===== src/rtl/text_char_buffer_if.sv =====
`default_nettype none
// ============================================================================
// Module  : text_char_buffer_if
// Purpose : Byte-stream valid/ready handshake into the text character buffer.
// Signals :
//   in_valid  producer -> buffer  in_char holds a byte to consume
//   in_char   producer -> buffer  ASCII byte
//   in_ready  buffer -> producer  buffer accepts a byte this cycle
// Modports: master = byte producer (e.g. UART receiver), slave = buffer
// Revision: 1.0  initial release
// ============================================================================
interface text_char_buffer_if;
  logic       in_valid;
  logic [7:0] in_char;
  logic       in_ready;

  modport master (output in_valid, output in_char, input in_ready);
  modport slave  (input in_valid, input in_char, output in_ready);
endinterface
`default_nettype wire


===== src/rtl/text_char_buffer.sv =====
`default_nettype none
// ============================================================================
// Module  : text_char_buffer
// Purpose : Character screen memory feeding the text engine. Consumes a byte
//           stream, keeps a (2^ROW_BITS)x(2^COL_BITS) screen with a cursor,
//           handles CR, LF, BS, FF (clear) and hardware scroll-up.
// Ports   :
//   clk         system clock, all state changes on rising edge
//   reset       asynchronous active-high reset (starts a full-screen clear)
//   in_if       byte stream handshake (slave side)
//   rd_addr     cell address {row, col} from the text engine
//   rd_char     character stored at rd_addr (combinational read)
//   cursor_row  current cursor row
//   cursor_col  current cursor column
//   busy        a clear or scroll is in progress
// Revision: 1.0  initial release
// ============================================================================
module text_char_buffer #(
  parameter int ROW_BITS = 2,
  parameter int COL_BITS = 4
) (
  input  logic                         clk,
  input  logic                         reset,
  text_char_buffer_if.slave            in_if,
  input  logic [ROW_BITS+COL_BITS-1:0] rd_addr,
  output logic [7:0]                   rd_char,
  output logic [ROW_BITS-1:0]          cursor_row,
  output logic [COL_BITS-1:0]          cursor_col,
  output logic                         busy
);

  localparam int ADDR_BITS = ROW_BITS + COL_BITS;
  localparam int CELLS     = 1 << ADDR_BITS;

  localparam logic [7:0]           SPACE   = 8'h20;
  localparam logic [7:0]           CH_BS   = 8'h08;
  localparam logic [7:0]           CH_LF   = 8'h0A;
  localparam logic [7:0]           CH_FF   = 8'h0C;
  localparam logic [7:0]           CH_CR   = 8'h0D;

  localparam logic [ADDR_BITS-1:0] IDX_ONE    = ADDR_BITS'(1);
  localparam logic [ADDR_BITS-1:0] IDX_LAST   = ADDR_BITS'(CELLS - 1);
  // One row's worth of cells: distance between a cell and the one below it.
  localparam logic [ADDR_BITS-1:0] COL_STRIDE = ADDR_BITS'(1 << COL_BITS);
  // Last destination of the copy phase; the bottom row is filled afterwards.
  localparam logic [ADDR_BITS-1:0] COPY_LAST  = ADDR_BITS'(CELLS - (1 << COL_BITS) - 1);
  localparam logic [ROW_BITS-1:0]  ROW_ONE    = ROW_BITS'(1);
  localparam logic [ROW_BITS-1:0]  ROW_LAST   = ROW_BITS'((1 << ROW_BITS) - 1);
  localparam logic [COL_BITS-1:0]  COL_ONE    = COL_BITS'(1);
  localparam logic [COL_BITS-1:0]  COL_LAST   = COL_BITS'((1 << COL_BITS) - 1);

  typedef enum logic [1:0] {
    ST_CLEAR     = 2'd0,
    ST_IDLE      = 2'd1,
    ST_SCRL_COPY = 2'd2,
    ST_SCRL_FILL = 2'd3
  } state_t;

  state_t                state, state_nxt;
  logic [ADDR_BITS-1:0]  idx, idx_nxt;
  logic [ROW_BITS-1:0]   row, row_nxt;
  logic [COL_BITS-1:0]   col, col_nxt;

  logic                  we;
  logic [ADDR_BITS-1:0]  waddr;
  logic [7:0]            wdata;
  logic [7:0]            copy_src;
  logic                  printable;

  logic [7:0]            cells [CELLS];

  // ---------------------------------------------------------------------------
  // Cell array: single write port, two asynchronous read ports (display and
  // scroll source). Not reset; a reset always starts a clear pass instead.
  // ---------------------------------------------------------------------------
  always_ff @(posedge clk) begin
    if (we) begin
      cells[waddr] <= wdata;
    end
  end

  assign rd_char   = cells[rd_addr];
  assign copy_src  = cells[idx + COL_STRIDE];
  assign printable = (in_if.in_char >= 8'h20) && (in_if.in_char <= 8'h7E);

  assign in_if.in_ready = (state == ST_IDLE);
  assign busy           = (state != ST_IDLE);
  assign cursor_row     = row;
  assign cursor_col     = col;

  // ---------------------------------------------------------------------------
  // State register
  // ---------------------------------------------------------------------------
  always_ff @(posedge clk or posedge reset) begin
    if (reset) begin
      state <= ST_CLEAR;
      idx   <= '0;
      row   <= '0;
      col   <= '0;
    end else begin
      state <= state_nxt;
      idx   <= idx_nxt;
      row   <= row_nxt;
      col   <= col_nxt;
    end
  end

  // ---------------------------------------------------------------------------
  // Next-state, cursor and write-port decode
  // ---------------------------------------------------------------------------
  always_comb begin
    state_nxt = state;
    idx_nxt   = idx;
    row_nxt   = row;
    col_nxt   = col;
    we        = 1'b0;
    waddr     = idx;
    wdata     = SPACE;

    case (state)
      ST_CLEAR: begin
        we      = 1'b1;
        idx_nxt = idx + IDX_ONE;
        if (idx == IDX_LAST) begin
          state_nxt = ST_IDLE;
        end
      end

      ST_SCRL_COPY: begin
        we      = 1'b1;
        wdata   = copy_src;
        idx_nxt = idx + IDX_ONE;
        if (idx == COPY_LAST) begin
          state_nxt = ST_SCRL_FILL;
        end
      end

      ST_SCRL_FILL: begin
        // idx continues from the copy phase straight into the bottom row.
        we      = 1'b1;
        idx_nxt = idx + IDX_ONE;
        if (idx == IDX_LAST) begin
          state_nxt = ST_IDLE;
        end
      end

      ST_IDLE: begin
        if (in_if.in_valid) begin
          if (printable) begin
            we    = 1'b1;
            waddr = {row, col};
            wdata = in_if.in_char;
            if (col == COL_LAST) begin
              col_nxt = '0;
              if (row == ROW_LAST) begin
                state_nxt = ST_SCRL_COPY;
                idx_nxt   = '0;
              end else begin
                row_nxt = row + ROW_ONE;
              end
            end else begin
              col_nxt = col + COL_ONE;
            end
          end else begin
            case (in_if.in_char)
              CH_CR: begin
                col_nxt = '0;
              end
              CH_LF: begin
                col_nxt = '0;
                if (row == ROW_LAST) begin
                  state_nxt = ST_SCRL_COPY;
                  idx_nxt   = '0;
                end else begin
                  row_nxt = row + ROW_ONE;
                end
              end
              CH_BS: begin
                // Step back one cell and blank it; the home cell is a hard stop.
                if (col != '0) begin
                  col_nxt = col - COL_ONE;
                  we      = 1'b1;
                  waddr   = {row, col - COL_ONE};
                end else if (row != '0) begin
                  row_nxt = row - ROW_ONE;
                  col_nxt = COL_LAST;
                  we      = 1'b1;
                  waddr   = {row - ROW_ONE, COL_LAST};
                end
              end
              CH_FF: begin
                state_nxt = ST_CLEAR;
                idx_nxt   = '0;
                row_nxt   = '0;
                col_nxt   = '0;
              end
              default: begin
                // Unrecognised control bytes are consumed without effect.
              end
            endcase
          end
        end
      end

      default: begin
        state_nxt = ST_CLEAR;
        idx_nxt   = '0;
      end
    endcase
  end

endmodule
`default_nettype wire


===== src/flat_wrapper.sv =====
// flat-port wrapper written by rule: the top's interface ports become plain ports
module text_char_buffer_flat 
#(
  parameter int ROW_BITS = 2,
  parameter int COL_BITS = 4
)
  (clk, reset, rd_addr, rd_char, cursor_row, cursor_col, busy, in_if_in_valid, in_if_in_char, in_if_in_ready);
  text_char_buffer_if in_if_i ();
  input  logic clk;
  input  logic reset;
  input  logic [ROW_BITS+COL_BITS-1:0] rd_addr;
  output logic [7:0] rd_char;
  output logic [ROW_BITS-1:0] cursor_row;
  output logic [COL_BITS-1:0] cursor_col;
  output logic busy;
  input wire logic [$bits(in_if_i.in_valid)-1:0] in_if_in_valid;
  input wire logic [$bits(in_if_i.in_char)-1:0] in_if_in_char;
  output wire logic [$bits(in_if_i.in_ready)-1:0] in_if_in_ready;
  assign in_if_i.in_valid = in_if_in_valid;
  assign in_if_i.in_char = in_if_in_char;
  assign in_if_in_ready = in_if_i.in_ready;
  text_char_buffer #(.ROW_BITS(ROW_BITS), .COL_BITS(COL_BITS)) u_core (.clk(clk), .reset(reset), .in_if(in_if_i), .rd_addr(rd_addr), .rd_char(rd_char), .cursor_row(cursor_row), .cursor_col(cursor_col), .busy(busy));
endmodule

===== config.mk =====
export PLATFORM = sky130hd
export DESIGN_NAME = text_char_buffer_flat
export DESIGN_NICKNAME = d
export VERILOG_FILES = /design/src/rtl/text_char_buffer_if.sv /design/src/rtl/text_char_buffer.sv /design/src/flat_wrapper.sv
export SDC_FILE = /design/constraint.sdc
export NUM_CORES = 1
export LEC_CHECK = 0
export ABC_CLOCK_PERIOD_IN_PS = 9400
export CAP_MARGIN = 20
export CORE_AREA = 3 3 271 273
export CTS_CLUSTER_SIZE = 12
export DETAILED_ROUTE_END_ITERATION = 7
export DIE_AREA = 0 0 274 276
export SYNTH_ARGS = -nofsm -noshare
export SYNTH_HDL_FRONTEND = slang
export SYNTH_SLANG_ARGS = --single-unit

===== constraint.sdc =====
create_clock -name clk -period 9.4 [get_ports clk]
set_clock_uncertainty 0.2 [all_clocks]
set_input_delay 1.41 -clock clk [delete_from_list [all_inputs] [get_ports clk]]
set_output_delay 1.41 -clock clk [all_outputs]
set_load 0.05 [all_outputs]

==> results.toml, run 1 <==
[die]
initial_core_util = 0.358
num_io_pins = 33
die_h_um = 276
num_rows = 98
dieArea_um2 = 75600
core_area_um2 = 71400
die_x_um = 274

[hold_path]
holdPathStages = 1
min-delay-start = "u_core.state[0]"
min_path_type = "flip-flop to flip-flop"
whs_endpoint = "u_core.state[0]"

[pwr]
p_switching_mw = 2.94
max-vdd-ir-drop_v = 0.000378
power.clock.fraction = 0.242
powerDensity_nw_per_um2 = 288
cellInternalPower_mw = 5.41
p_sw_frac = 0.352
combPwrFrac = 0.353
p_seq_frac = 0.406
leakage_nw = 9.04

[final_layout]
area_delta_synth_final_pct = 13.4
antenna_cells = 0
drive_gt1_frac = 0.346
post-route-cell-area_um2 = 29000
fillers = 6342
nets = 1430

[logic_synthesis]
synth_top_area_cell = "edfxtp_1"
netlist.area_leader.share = 0.601
synth-main-ff-cell = "edfxtp_1"
synth_common_cells = "512 x edfxtp_1, 277 x mux4_2, 66 x nor3_1"
synth_cell_types = 81
syn_area_um2 = 25600
syn-num-nets = 1390
avgSynthCellArea_um2 = 18.8
synthCells = 1363
async_reset_ff_frac = 0.0266
synth_most_common_cell = "edfxtp_1"
yosysWarnings = 0
ys_seq_area_frac = 0.615
synth-seq-cells = 526
synth_area_leaders = "edfxtp_1 60%, mux4_2 24%, mux2i_1 2.1%"
synth_edf_count = 512

[placement]
place_congestion = 0.893
dpl-instance-area_um2 = 27200
hpwl_um = 44400
port_buffers = 32
pre_cts_ws_ns = 2.46

[worst_setup_path]
timing.rr.end = "u_core.cells[11][0]"
rr_worst_depth = 7
crit_fanout = 67
crit_path_end_kind = "primary output"
reg2reg_slack_ns = 4.58
rr_startpoint = "u_core.idx[0]"
crit_arrival_ns = 5.28
start_kind = "input pin"
critPathKind = "input pin to primary output"
cp_data_required_time_ns = 7.79

[clocking]
clk_latency_ns = 0.61
cts_root_buf = "clkbuf_16"
clkSinkCount = 526
cts.clk_slew.worst_paths_ns = 0.06
cts_resized = 0
cts_setup_buffers = 0
cts_tree = "built"
htreeDepth = 2
ctsHoldBuffers = 0
cts_made_buffers = 55
clockBufferDepth = 3

[sta]
finalSetupViolCount = 0
relSlewSlack = 0.175
layout_min_cycle_time_ns = 6.89
fin_ws_ns = 2.51
rsz0062_at_grt = "no"
finalCritPeriodShare = 0.733
hold_violations = 0
setup_tns_ns = 0
drv_slew = 0
worstMarginPinSlew_ns = 1.23
fmax_ghz = 0.145

[detailed_routing]
dr.pass1.iters = 5
drt_iter0_markers = 1558
num_vias = 14500
routedWlPerCell_um = 29.7
routed_via_density = 6.07
drt.antenna.violating_nets = 0
drc = 0
wl_um = 71000

[grt]
met2_usage = 0.302
met3_usage = 0.0342
grt_usage = 0.186
busiest_layer = "met2"
antenna_found_initial = 1
met1_usage = 0.254
overflow = 0
grt_pass1_vias = 14700
grt_max_degree = 112
grt_pass1_wl_um = 103000

[run]
drv_cap = 0

[status]
status = "finished clean"
registers in the layout (all words and copies together) (netlist names):
signal,count
u_core.cells,512
u_core.idx,6
u_core.state,2
u_core.cursor_col,4
u_core.cursor_row,2
cell type report:
cell class / count / area (um2) / share of cell area
Multi-Input combinational cell: 716 / 9530 / 0.328
Inverter: 13 / 48.8 / 0.00168
Clock inverter: 21 / 139 / 0.00479
Sequential cell: 526 / 15700 / 0.542
Clock buffer: 77 / 1500 / 0.0517
Tap cell: 950 / 1190 / 0.0410
Timing Repair Buffer: 91 / 876 / 0.0302
logic make-up after synthesis:
kind of cell,Yosys count,synth area share
DFF,526,0.615
muxes,333,0.266
and+or+nand+nor,213,0.0454
AOI/OAI and AO/OA,159,0.0457
buffers and inverters,121,0.0229
adders and majority gates,10,0.00489
xor gates and xnor gates,1,0.000343
placed cells by master, fill, tap and decap left out, types with 13 or more instances in the layout:
cell type,instances
clkbuf_1,19
nand3_1,13
nand2_1,50
edfxtp_1,512
clkbuf_16,56
o21ai_0,19
nor2_1,20
o221ai_1,18
o22ai_1,17
mux4_2,277
buf_6,19
mux2i_1,54
clkdlybuf4s50_1,28
buf_4,37
a21oi_1,28
nor3_2,50
a22oi_1,19
nor3_1,22
routing by layer:
metal	part of all wire	vias up
met2	0.49	679
met3	0.076	113
met1	0.40	7753
met5	0	-
li1	-	5983
met4	0.033	0
worst max-delay path, cell delays in order:
cell             delay [ns]
clkbuf_8               0.66
buf_4                  0.62
mux4_2                 0.58
mux4_2                 0.52
a22oi_1                0.52
nand2_1                0.18
clkdlybuf4s50_1        0.74
power by group through the flow:
stage                     Clock [mW]  Sequential, mW  Combinational [mW]
after detailed placement           0            3.43                2.89
final                           2.02            3.39                2.94
after global placement             0            3.43                2.84
after CTS                       2.06            3.39                2.89
after global routing            2.16            3.41                3.11
after floorplan                    0            3.35                2.00
through the flow:
stage | hold slack [ns] | utilization | instances | total power, mW
finish | 0.322 | 0.407 | 2394 | 8.34
global route | 0.350 | 0.407 | 2394 | 8.67
CTS | 0.327 | 0.405 | 2384 | 8.34
detailed placement | 0.304 | 0.382 | 2286 | 6.32
global placement | 0.297 | 0.380 | 2275 | 6.26
floorplan | 0.278 | - | 1363 | 5.35
worst max path at each step:
| stage | end | slack, ns | depth (start not counted) | start |
|---|---|---|---|---|
| 2_1_floorplan | u_core.cells[0][6] | 4.33 | 7 | u_core.idx[0] |
| 3_3_place_gp | rd_char[4] | 2.50 | 7 | rd_addr[0] |
| 3_5_place_dp | rd_char[4] | 2.46 | 7 | rd_addr[0] |
| 4_1_cts | rd_char[4] | 2.45 | 7 | rd_addr[0] |
| 5_1_grt | rd_char[4] | 2.35 | 7 | rd_addr[0] |
| 6_report | rd_char[4] | 2.51 | 7 | rd_addr[0] |
(Power assumes the default switching activity.)
==> run 2: changes to the inputs <==
Settings changed: ABC_CLOCK_PERIOD_IN_PS 9400 to 6900.
Clock period 9.4 ns to 6.9 ns, I/O delays scaled along.
==> results.toml, run 2 (same netlist as run 1, synthesis figures left out) <==
[final_layout]
area_delta_synth_final_pct = 13.5
largest_reg_flops = 512
drive_gt1_frac = 0.349
layout_common_cells = "512 x edfxtp_1, 277 x mux4_2, 55 x clkbuf_16, 54 x mux2i_1, 51 x nor3_2"
fillers = 6284
regMostFlops = "u_core.cells"
antenna_cells = 0
post-route-cell-area_um2 = 29000
nets = 1436
layout_commonest_cell = "edfxtp_1"

[die]
die_x_um = 274
die_h_um = 276
dieArea_um2 = 75600
initial_core_util = 0.358
num_io_pins = 33
num_rows = 98
core_area_um2 = 71400

[detailed_routing]
routed_via_density = 6.12
wl_um = 72000
dr.pass1.iters = 6
drt_iter0_markers = 1828
drt.antenna.violating_nets = 0
num_vias = 14600
drc = 0
routedWlPerCell_um = 30.1

[clocking]
cts_root_buf = "clkbuf_16"
clk_latency_ns = 0.61
clkSinkCount = 526
cts_setup_buffers = 0
htreeDepth = 2
cts_resized = 0
ctsHoldBuffers = 0
clockBufferDepth = 3
cts.clk_slew.worst_paths_ns = 0.06
cts_made_buffers = 55
cts_tree = "built"

[sta]
drv_slew = 0
fmax_ghz = 0.179
relSlewSlack = 0.214
finalCritPeriodShare = 0.808
hold_violations = 0
setup_tns_ns = 0
worstMarginPinSlew_ns = 1.18
finalSetupViolCount = 0
rsz0062_at_grt = "no"
layout_min_cycle_time_ns = 5.58

[grt]
antenna_found_initial = 1
overflow = 0
grt_pass1_vias = 14700
grt_max_degree = 65
grt_pass1_wl_um = 104000
grt_usage = 0.189

[placement]
hpwl_um = 45300
port_buffers = 32
place_congestion = 0.869
dpl-instance-area_um2 = 27300

[pwr]
combPwrFrac = 0.361
powerDensity_nw_per_um2 = 393
max-vdd-ir-drop_v = 0.000276
cellInternalPower_mw = 7.35
leakage_nw = 9.05
power.total_mw = 11.4
p_switching_mw = 4.06
p_sw_frac = 0.356
p_seq_frac = 0.400
power.clock.fraction = 0.239

[hold_path]
min_path_type = "flip-flop to flip-flop"
min-delay-start = "u_core.state[0]"

[worst_setup_path]
rr_startpoint = "u_core.state[1]"
crit_fanout = 47
critPathKind = "input pin to primary output"
start_kind = "input pin"
crit_path_end_kind = "primary output"
crit_arrival_ns = 4.34
cp_data_required_time_ns = 5.66
startpoint = "rd_addr[0]"

[status]
status = "finished clean"

[run]
drv_cap = 0
## run 2: final timing paths
check                                  endpoint  slack, ns  depth (start not counted)
setup / recovery                     rd_char[6]       1.32                          7
setup reg to reg            u_core.cells[12][1]       2.28                          8
hold / removal                  u_core.state[0]       0.33                          1
max in group asynchronous         u_core.idx[0]       5.45                          2
min in group asynchronous  u_core.cursor_col[1]       0.59                          2
hold reg to reg                 u_core.state[0]       0.33                          1
## run 2: power groups by stage
stage | clock network [mW] | logic, mW | registers (mW)
after global placement | 0 | 3.93 | 4.63
after CTS | 2.77 | 4.01 | 4.58
final | 2.73 | 4.12 | 4.57
after floorplan | 0 | 2.72 | 4.57
after detailed placement | 0 | 4.00 | 4.64
after global routing | 2.90 | 4.36 | 4.60
## run 2: cell type report
| class | instances | area, um2 | share of cell area |
|---|---|---|---|
| clock buffers | 69 | 1430 | 0.0492 |
| inverters | 13 | 48.8 | 0.00168 |
| clock inverters | 21 | 155 | 0.00535 |
| flip-flops and latches | 526 | 15700 | 0.542 |
| repair buffers | 97 | 932 | 0.0321 |
| multi-input cells | 716 | 9530 | 0.328 |
| well taps | 950 | 1190 | 0.0410 |
## run 2: through the flow
step	worst slack, ns	util	hold WS, ns	instances
6_report	1.32	0.407	0.335	2392
5_1_grt	1.13	0.407	0.367	2392
4_1_cts	1.28	0.405	0.337	2385
3_5_place_dp	1.27	0.383	0.312	2295
3_3_place_gp	1.27	0.382	0.296	2291
2_1_floorplan	1.83	-	0.278	1363
## run 2: layer usage
layer  wire length, um  share of wire  track usage  vias up
li1                  -              -            -     5990
met1             29100           0.40        0.265     7817
met2             34300           0.48        0.295      729
met3              6530          0.091       0.0428      104
met4              2020          0.028       0.0564        0
met5                 0              0            0        -
## run 2: critical path, stage by stage
cell	delay, ns
clkbuf_8	0.51
buf_12	0.37
mux4_2	0.55
mux4_2	0.48
a22oi_1	0.39
nand2_1	0.20
clkdlybuf4s50_1	0.75
